===== src/rtl/acdc_pkg.sv =====
// Shared constants for the AC/DC input coupling stage.
// Default sample width, window size and the mode encoding.
package acdc_pkg;
  localparam int ACDC_DATA_W   = 8;
  localparam int ACDC_WIN_LOG2 = 9;

  localparam logic MODE_DC = 1'b0;
  localparam logic MODE_AC = 1'b1;
endpackage


===== src/rtl/window_averager.sv =====
// Running mean over a power-of-two window of valid samples.
// Optional macro ACDC_SEED_EN: first sample after reset/clear preloads avg.
module window_averager
  import acdc_pkg::*;
#(
  parameter int DATA_W   = ACDC_DATA_W,
  parameter int WIN_LOG2 = ACDC_WIN_LOG2
) (
  input  logic              clk,
  input  logic              rst,
  input  logic              clr,
  input  logic [DATA_W-1:0] in,
  input  logic              in_valid,
  output logic [DATA_W-1:0] avg,
  output logic              avg_valid,
  output logic              avg_upd
);
  // Wide enough for a full window of max-value samples, so no overflow.
  localparam int SUM_W = DATA_W + WIN_LOG2;

  logic [SUM_W-1:0]    sum;
  logic [SUM_W-1:0]    sum_nxt;
  logic [WIN_LOG2-1:0] cnt;
  logic                win_end;

  assign sum_nxt = sum + SUM_W'(in);
  assign win_end = in_valid && (cnt == '1);

`ifdef ACDC_SEED_EN
  logic seed_pend;

  always_ff @(posedge clk) begin
    if (rst || clr)    seed_pend <= 1'b1;
    else if (in_valid) seed_pend <= 1'b0;
  end
`endif

  always_ff @(posedge clk) begin
    if (rst || clr) begin
      sum       <= '0;
      cnt       <= '0;
      avg       <= '0;
      avg_valid <= 1'b0;
      avg_upd   <= 1'b0;
    end else begin
      avg_upd <= win_end;
      if (in_valid) begin
        if (win_end) begin
          avg       <= sum_nxt[SUM_W-1:WIN_LOG2];
          sum       <= '0;
          cnt       <= '0;
          avg_valid <= 1'b1;
        end else begin
          sum <= sum_nxt;
          cnt <= cnt + 1'b1;
`ifdef ACDC_SEED_EN
          if (seed_pend) avg <= in;
`endif
        end
      end
    end
  end
endmodule


===== src/rtl/acdc_coupler.sv =====
// AC/DC coupling: registered sample minus running mean (AC) or pass-through (DC).
// Optional macro ACDC_SEED_EN seeds the mean from the first sample.
module acdc_coupler
  import acdc_pkg::*;
#(
  parameter int DATA_W   = ACDC_DATA_W,
  parameter int WIN_LOG2 = ACDC_WIN_LOG2
) (
  input  logic              clk,
  input  logic              rst,
  input  logic [DATA_W-1:0] in,
  input  logic              in_valid,
  input  logic              mode,
  input  logic              avg_clr,
  output logic [DATA_W:0]   out,
  output logic              out_valid,
  output logic [DATA_W-1:0] avg,
  output logic              avg_valid,
  output logic              avg_upd
);
  logic [DATA_W:0] coupled;

  window_averager #(
    .DATA_W  (DATA_W),
    .WIN_LOG2(WIN_LOG2)
  ) u_avg (
    .clk      (clk),
    .rst      (rst),
    .clr      (avg_clr),
    .in       (in),
    .in_valid (in_valid),
    .avg      (avg),
    .avg_valid(avg_valid),
    .avg_upd  (avg_upd)
  );

  // One extra bit makes the difference exact: no saturation needed.
  // avg is the registered pre-edge mean, so window-end and clear samples see the old value.
  always_comb begin
    coupled = {1'b0, in};
    if (mode == MODE_AC)
      coupled = $unsigned($signed({1'b0, in}) - $signed({1'b0, avg}));
  end

  always_ff @(posedge clk) begin
    if (rst) begin
      out       <= '0;
      out_valid <= 1'b0;
    end else begin
      out_valid <= in_valid;
      if (in_valid) out <= coupled;
    end
  end
endmodule


===== config.mk =====
export PLATFORM = sky130hd
export DESIGN_NAME = acdc_coupler
export DESIGN_NICKNAME = d
export VERILOG_FILES = /design/src/rtl/acdc_pkg.sv /design/src/rtl/window_averager.sv /design/src/rtl/acdc_coupler.sv
export SDC_FILE = /design/constraint.sdc
export NUM_CORES = 1
export LEC_CHECK = 0
export ABC_AREA = 1
export CAP_MARGIN = 15
export CORE_ASPECT_RATIO = 1.75
export CORE_UTILIZATION = 47
export CTS_CLUSTER_DIAMETER = 150
export DETAILED_ROUTE_END_ITERATION = 10
export GPL_ROUTABILITY_DRIVEN = 0
export HOLD_SLACK_MARGIN = 0.05
export PLACE_DENSITY_LB_ADDON = 0.05
export SLEW_MARGIN = 20
export SYNTH_ARGS = -nofsm -noshare
export SYNTH_HDL_FRONTEND = slang
export SYNTH_HIERARCHICAL = 1
export SYNTH_SLANG_ARGS = --single-unit
export TNS_END_PERCENT = 50

===== constraint.sdc =====
create_clock -name clk -period 2 [get_ports clk]
set_clock_uncertainty 0.2 [all_clocks]
set_input_delay 0.4 -clock clk [delete_from_list [all_inputs] [get_ports clk]]
set_output_delay 0.4 -clock clk [all_outputs]
set_load 0.02 [all_outputs]

# Word-level counts from Yosys, hierarchy flattened
# Index checks and enable logic that the tools add are counted.
dict set report op_classes {
  add_sub_neg 3
  eq_ne 1
  n_mux 3
  reduce_logical 3
}
# op n
set op_table {}
lappend op_table {{9-bit two-way mux} 2}
lappend op_table {{17-bit by 8-bit adder with 17-bit output} 1}
lappend op_table {{17-bit two-way mux} 1}
lappend op_table {{9-bit by 1-bit adder with 9-bit output, second input constant} 1}
lappend op_table {{9-bit equality test, second input constant} 1}
lappend op_table {{8-bit by 8-bit subtractor with 9-bit output} 1}
lappend op_table {{2-bit AND reduction} 1}
lappend op_table {{1-bit logical AND} 1}
lappend op_table {{1-bit logical OR} 1}
dict set report totals {
  regBits 46
  input_bits 13
  elab_cells 17
}

# Longest topological paths before layout
dict set report logic_depth {
  ltp_word 3
  depth_mapped 12
  depth_no_buf 12
}

# Cells and area by module
# Netlist, hierarchy kept.
# module n_inst cells_per_inst area_per_inst_um2 seq_area_each_um2
set by_module_without_submodules {}
lappend by_module_without_submodules {window_averager 1 315 2104.5 720.7}
lappend by_module_without_submodules {acdc_coupler 1 127 805.8 200.2}

# Worst setup path after synthesis
# No wires, ideal clock.
dict set report synth_timing {
  kind {register to register}
  from {reg u_avg.cnt[0]}
  to {reg u_avg.cnt[6]}
  arrival_time_ns 1.777
  required_ns 1.681
  setup_slack_ns -0.096
  path_stages_with_launch 13
  synth_period_minus_slack_ns 2.096
  cell_sequence {dfxtp_1 > ha_1 > nand2_1 > nor3_1 > nand2_1 > nor2_1 > ha_1 > nand2_1 > nand2_1 > inv_1 > buf_4 > o21ai_0 > a21oi_1}
}
dict set report synth_via {
  elab_chain_cells 3
  word_cells_on_any_way 4
  cone_classes {add/sub: 1; eq/ne: 1; mux: 1; reduce/logical: 1}
}
# item line
set synth_rtl {}
lappend synth_rtl {{start, declared} window_averager.sv:23} ;# logic [WIN_LOG2-1:0] cnt;
lappend synth_rtl {{start signal, assigned} window_averager.sv:55} ;# cnt <= cnt + 1'b1;
lappend synth_rtl {{parallel branches: the longest is 2 deep, another holds 9-bit by 1-bit adder with 9-bit output} --}
lappend synth_rtl {{9-bit two-way mux *} window_averager.sv:48} ;# if (win_end) begin
# Mark *: on every way between the ends.
# A chain may end at the register's enable or synchronous reset.

# Worst setup path after layout
dict set report layout_timing {
  from {reg u_avg.cnt[1]}
  to {reg u_avg.cnt[7]}
}
# The elaborated chain is that of the path after synthesis.

==> impl_metrics.toml <==
[status]
status = "completed"

[worst_setup_path]
worstSetupPathType = "flop to flop"
crit_buf_inv = 1
arrival_ns = 2.00
critPathLaunchType = "flop"
cp_common_cell = "nand2_4"
worst_setup_path_end_kind = "flop"
crit_chain = "ha_4, nand2_4, nor3_4, nand2_1, nor2_2, ha_2, nand2_2, nand2_4, clkinvlp_4, o21ai_1, a21oi_1"
critPathTopFamily = "simple AND/OR/NAND/NOR gates"
cp_slowest_cell = "dfxtp_2"
required_ns = 2.00
critPathMaxFanout = 6
crit_path_max_incr_delay_ns = 0.37

[pwr]
ir_drop_mv = 0.387
fin_total_pwr_mw = 1.95
pwr-share-clk = 0.312
p_switching_mw = 0.560
p_leak_nw = 1.82
switching_share = 0.287
p_int_mw = 1.39
power.density_mw_per_mm2 = 495
comb_power_share = 0.201
pwr-share-seq = 0.487

[drt]
ant_nets = 0
drtIter0Drc = 134
wl_um = 7890
post-route-drc-count = 0
drtPass1Iterations = 4
route.detailed.wl_per_inst_um = 13.2
viasPerCell = 5.12
vias = 3054

[timing]
fmax_mhz = 500
period_needed_ns = 2.00
fin_crit_sh = 0.999
maxSlewHeadroom = 0.770
slew_violations = 0
setup_viol = 0
tightest_slew_ns = 0.344
rsz0062_at_grt = "true"
final-hold-violation-count = 0
fin_hold_ws_ns = 0.265
setup_slack_ns = 0.00130

[floorplan]
placementRows = 37
die_y_um = 106
start_util = 0.491
ios = 33
core-area_mm2 = 0.00593
die_area_mm2 = 0.00652
dieWidth_um = 61.5

[finish]
fillers = 576
fin_util = 0.666
final_nets = 550
area_growth_syn_to_layout_pct = 35.5
diodes = 0
drive_gt1_frac = 0.257

[synth]
synth.avg_cell_area_um2 = 6.58
synth.distinct_cells = 36
synthCells = 442
synthTopCellsByArea = "dfxtp_1 32%, nand2_1 18%, ha_1 7.7%, inv_1 7.2%, nand3_1 6.5%"
ys_top_cells_by_count = "142 x nand2_1, 56 x inv_1, 46 x dfxtp_1, 38 x nand3_1, 37 x a21oi_1"
synth_top_area_frac = 0.316
ys_seq_area_frac = 0.316
ys_seq_elements = 46
synth.most_common_cell = "nand2_1"
yosys_warnings = 6
synth_area_mm2 = 0.00291
synthFlopType = "dfxtp_1"
syn-num-nets = 475
synth-edff-count = 0
synth_top_cell_by_area = "dfxtp_1"
async_flop_share = 0

[clock_tree]
tritoncts = "done"
cts_buffers = 5
cts-root-buf = "clkbuf_8"
hold_buffers = 0
path_clk_slew_ns = 0.09
h-tree-depth = 2
clockBufferDepth = 2
cts.sinks = 46
clock_latency_ns = 0.30

[hold_path]
worstHoldPathType = "flop to flop"

[global_routing]
grt_overflow = 0
grt_antenna_before_repair = 0
grt_pass1_vias = 3091
grtUsageTotal = 0.273
grt_first_pass_wirelength_um = 13500
grt_max_degree = 20

[placed_design]
place_ws_ns = -0.585
dpl.hpwl_um = 5930
port_buffers = 32

[flow_run]
maxCapViolCount = 0
==> cells by family after synthesis <==
family                     count (synthesis)  share of synthesized area
AOI/OAI and AO/OA                         58                      0.107
adders and majority gates                 20                     0.0911
and+or+nand+nor                          242                      0.376
DFF                                       46                      0.316
buffers and inverters                     74                      0.103
xor gates and xnor gates                   2                    0.00602
==> per-layer routing <==
metal | track usage | part of all wire
met2 | 0.520 | 0.58
met1 | 0.269 | 0.37
met4 | 0.127 | 0.033
met3 | 0.0365 | 0.024
met5 | 0 | 0
==> worst reg2reg max path: cells and delay by family (launching register included) <==
| family | cells | cell delay (ns) |
|---|---|---|
| and+or+nand+nor | 6 | 0.60 |
| DFF | 1 | 0.37 |
| adders and majority gates | 2 | 0.35 |
| buffers and inverters | 1 | 0.21 |
| AOI/OAI and AO/OA | 2 | 0.18 |
==> registers in the layout, indices dropped and copies added, names as in the netlist <==
name / count
u_avg/avg: 8
u_avg/cnt: 9
out_valid: 1
u_avg/sum: 17
u_avg/avg_upd: 1
out: 9
u_avg/avg_valid: 1
==> worst paths after layout <==
kind | slack, ns | cells past startpoint | from | to
worst max-delay path | 0.001 | 11 | u_avg/cnt[1] | u_avg/cnt[7]
worst min register to register | 0.26 | 2 | out[7] | out[7]
worst max register to register | 0.001 | 11 | u_avg/cnt[1] | u_avg/cnt[7]
worst min-delay path | 0.26 | 2 | out[7] | out[7]
==> stage by stage <==
stage | cells | TNS [ns] | cell area, um^2
floorplan | 442 | 0 | 2920
global placement | 581 | -11.97 | 3580
detailed placement | 581 | -12.80 | 3580
CTS | 595 | -0.437 | 3870
global route | 596 | -0.808 | 3940
finish | 596 | 0 | 3940
==> cell type report <==
cell class | count | area (um^2) | share of cell area
multi-input cells | 322 | 1900 | 0.483
flip-flops and latches | 46 | 926 | 0.235
repair buffers | 75 | 662 | 0.168
inverters | 66 | 251 | 0.0638
well taps | 78 | 97.6 | 0.0247
clock buffers | 6 | 82.6 | 0.0209
clock inverters | 2 | 12.5 | 0.00317
repair inverters | 1 | 7.51 | 0.00190
==> power groups by stage <==
| stage | Clock, mW | Sequential (mW) | Combinational [mW] |
|---|---|---|---|
| final | 0.609 | 0.952 | 0.392 |
| after global routing | 0.656 | 0.955 | 0.435 |
| after CTS | 0.629 | 0.952 | 0.385 |
| after detailed placement | 0 | 0.970 | 0.351 |
| after floorplan | 0 | 0.985 | 0.191 |
| after global placement | 0 | 0.969 | 0.347 |
==> layout by cell type (no fill, tap or decap), types with 2 or more instances in the layout <==
cell	Yosys	layout
nand3_1	38	32
ha_1	18	9
nand4_1	3	3
nand3_2	4	10
nand2_4	1	3
or2_2	3	3
nor2_2	5	7
inv_2	9	11
nand3b_1	4	4
ha_4	0	8
nor3_1	5	4
a21oi_2	4	5
nand2_2	5	16
o21ai_1	4	4
clkbuf_8	0	6
dlygate4sd2_1	0	5
fa_2	0	2
o21ai_0	9	5
inv_1	56	53
nor2_1	25	23
dlymetal6s2s_1	0	2
clkdlybuf4s50_1	0	24
dfxtp_2	0	4
a21oi_1	37	36
clkinvlp_4	0	3
buf_4	5	41
buf_12	0	2
o21ai_2	0	4
nand2_1	142	129
dfxtp_1	46	42
==> what timing repair did <==
item	in CTS	in global routing
resized for setup	40	22
buffers inserted	6	1
pin swaps	12	11
endpoints found under the setup margin	27	38
gates cloned	1	0
hold endpoints to repair	0	0
No activity file was read; power rests on OpenSTA's default activity.
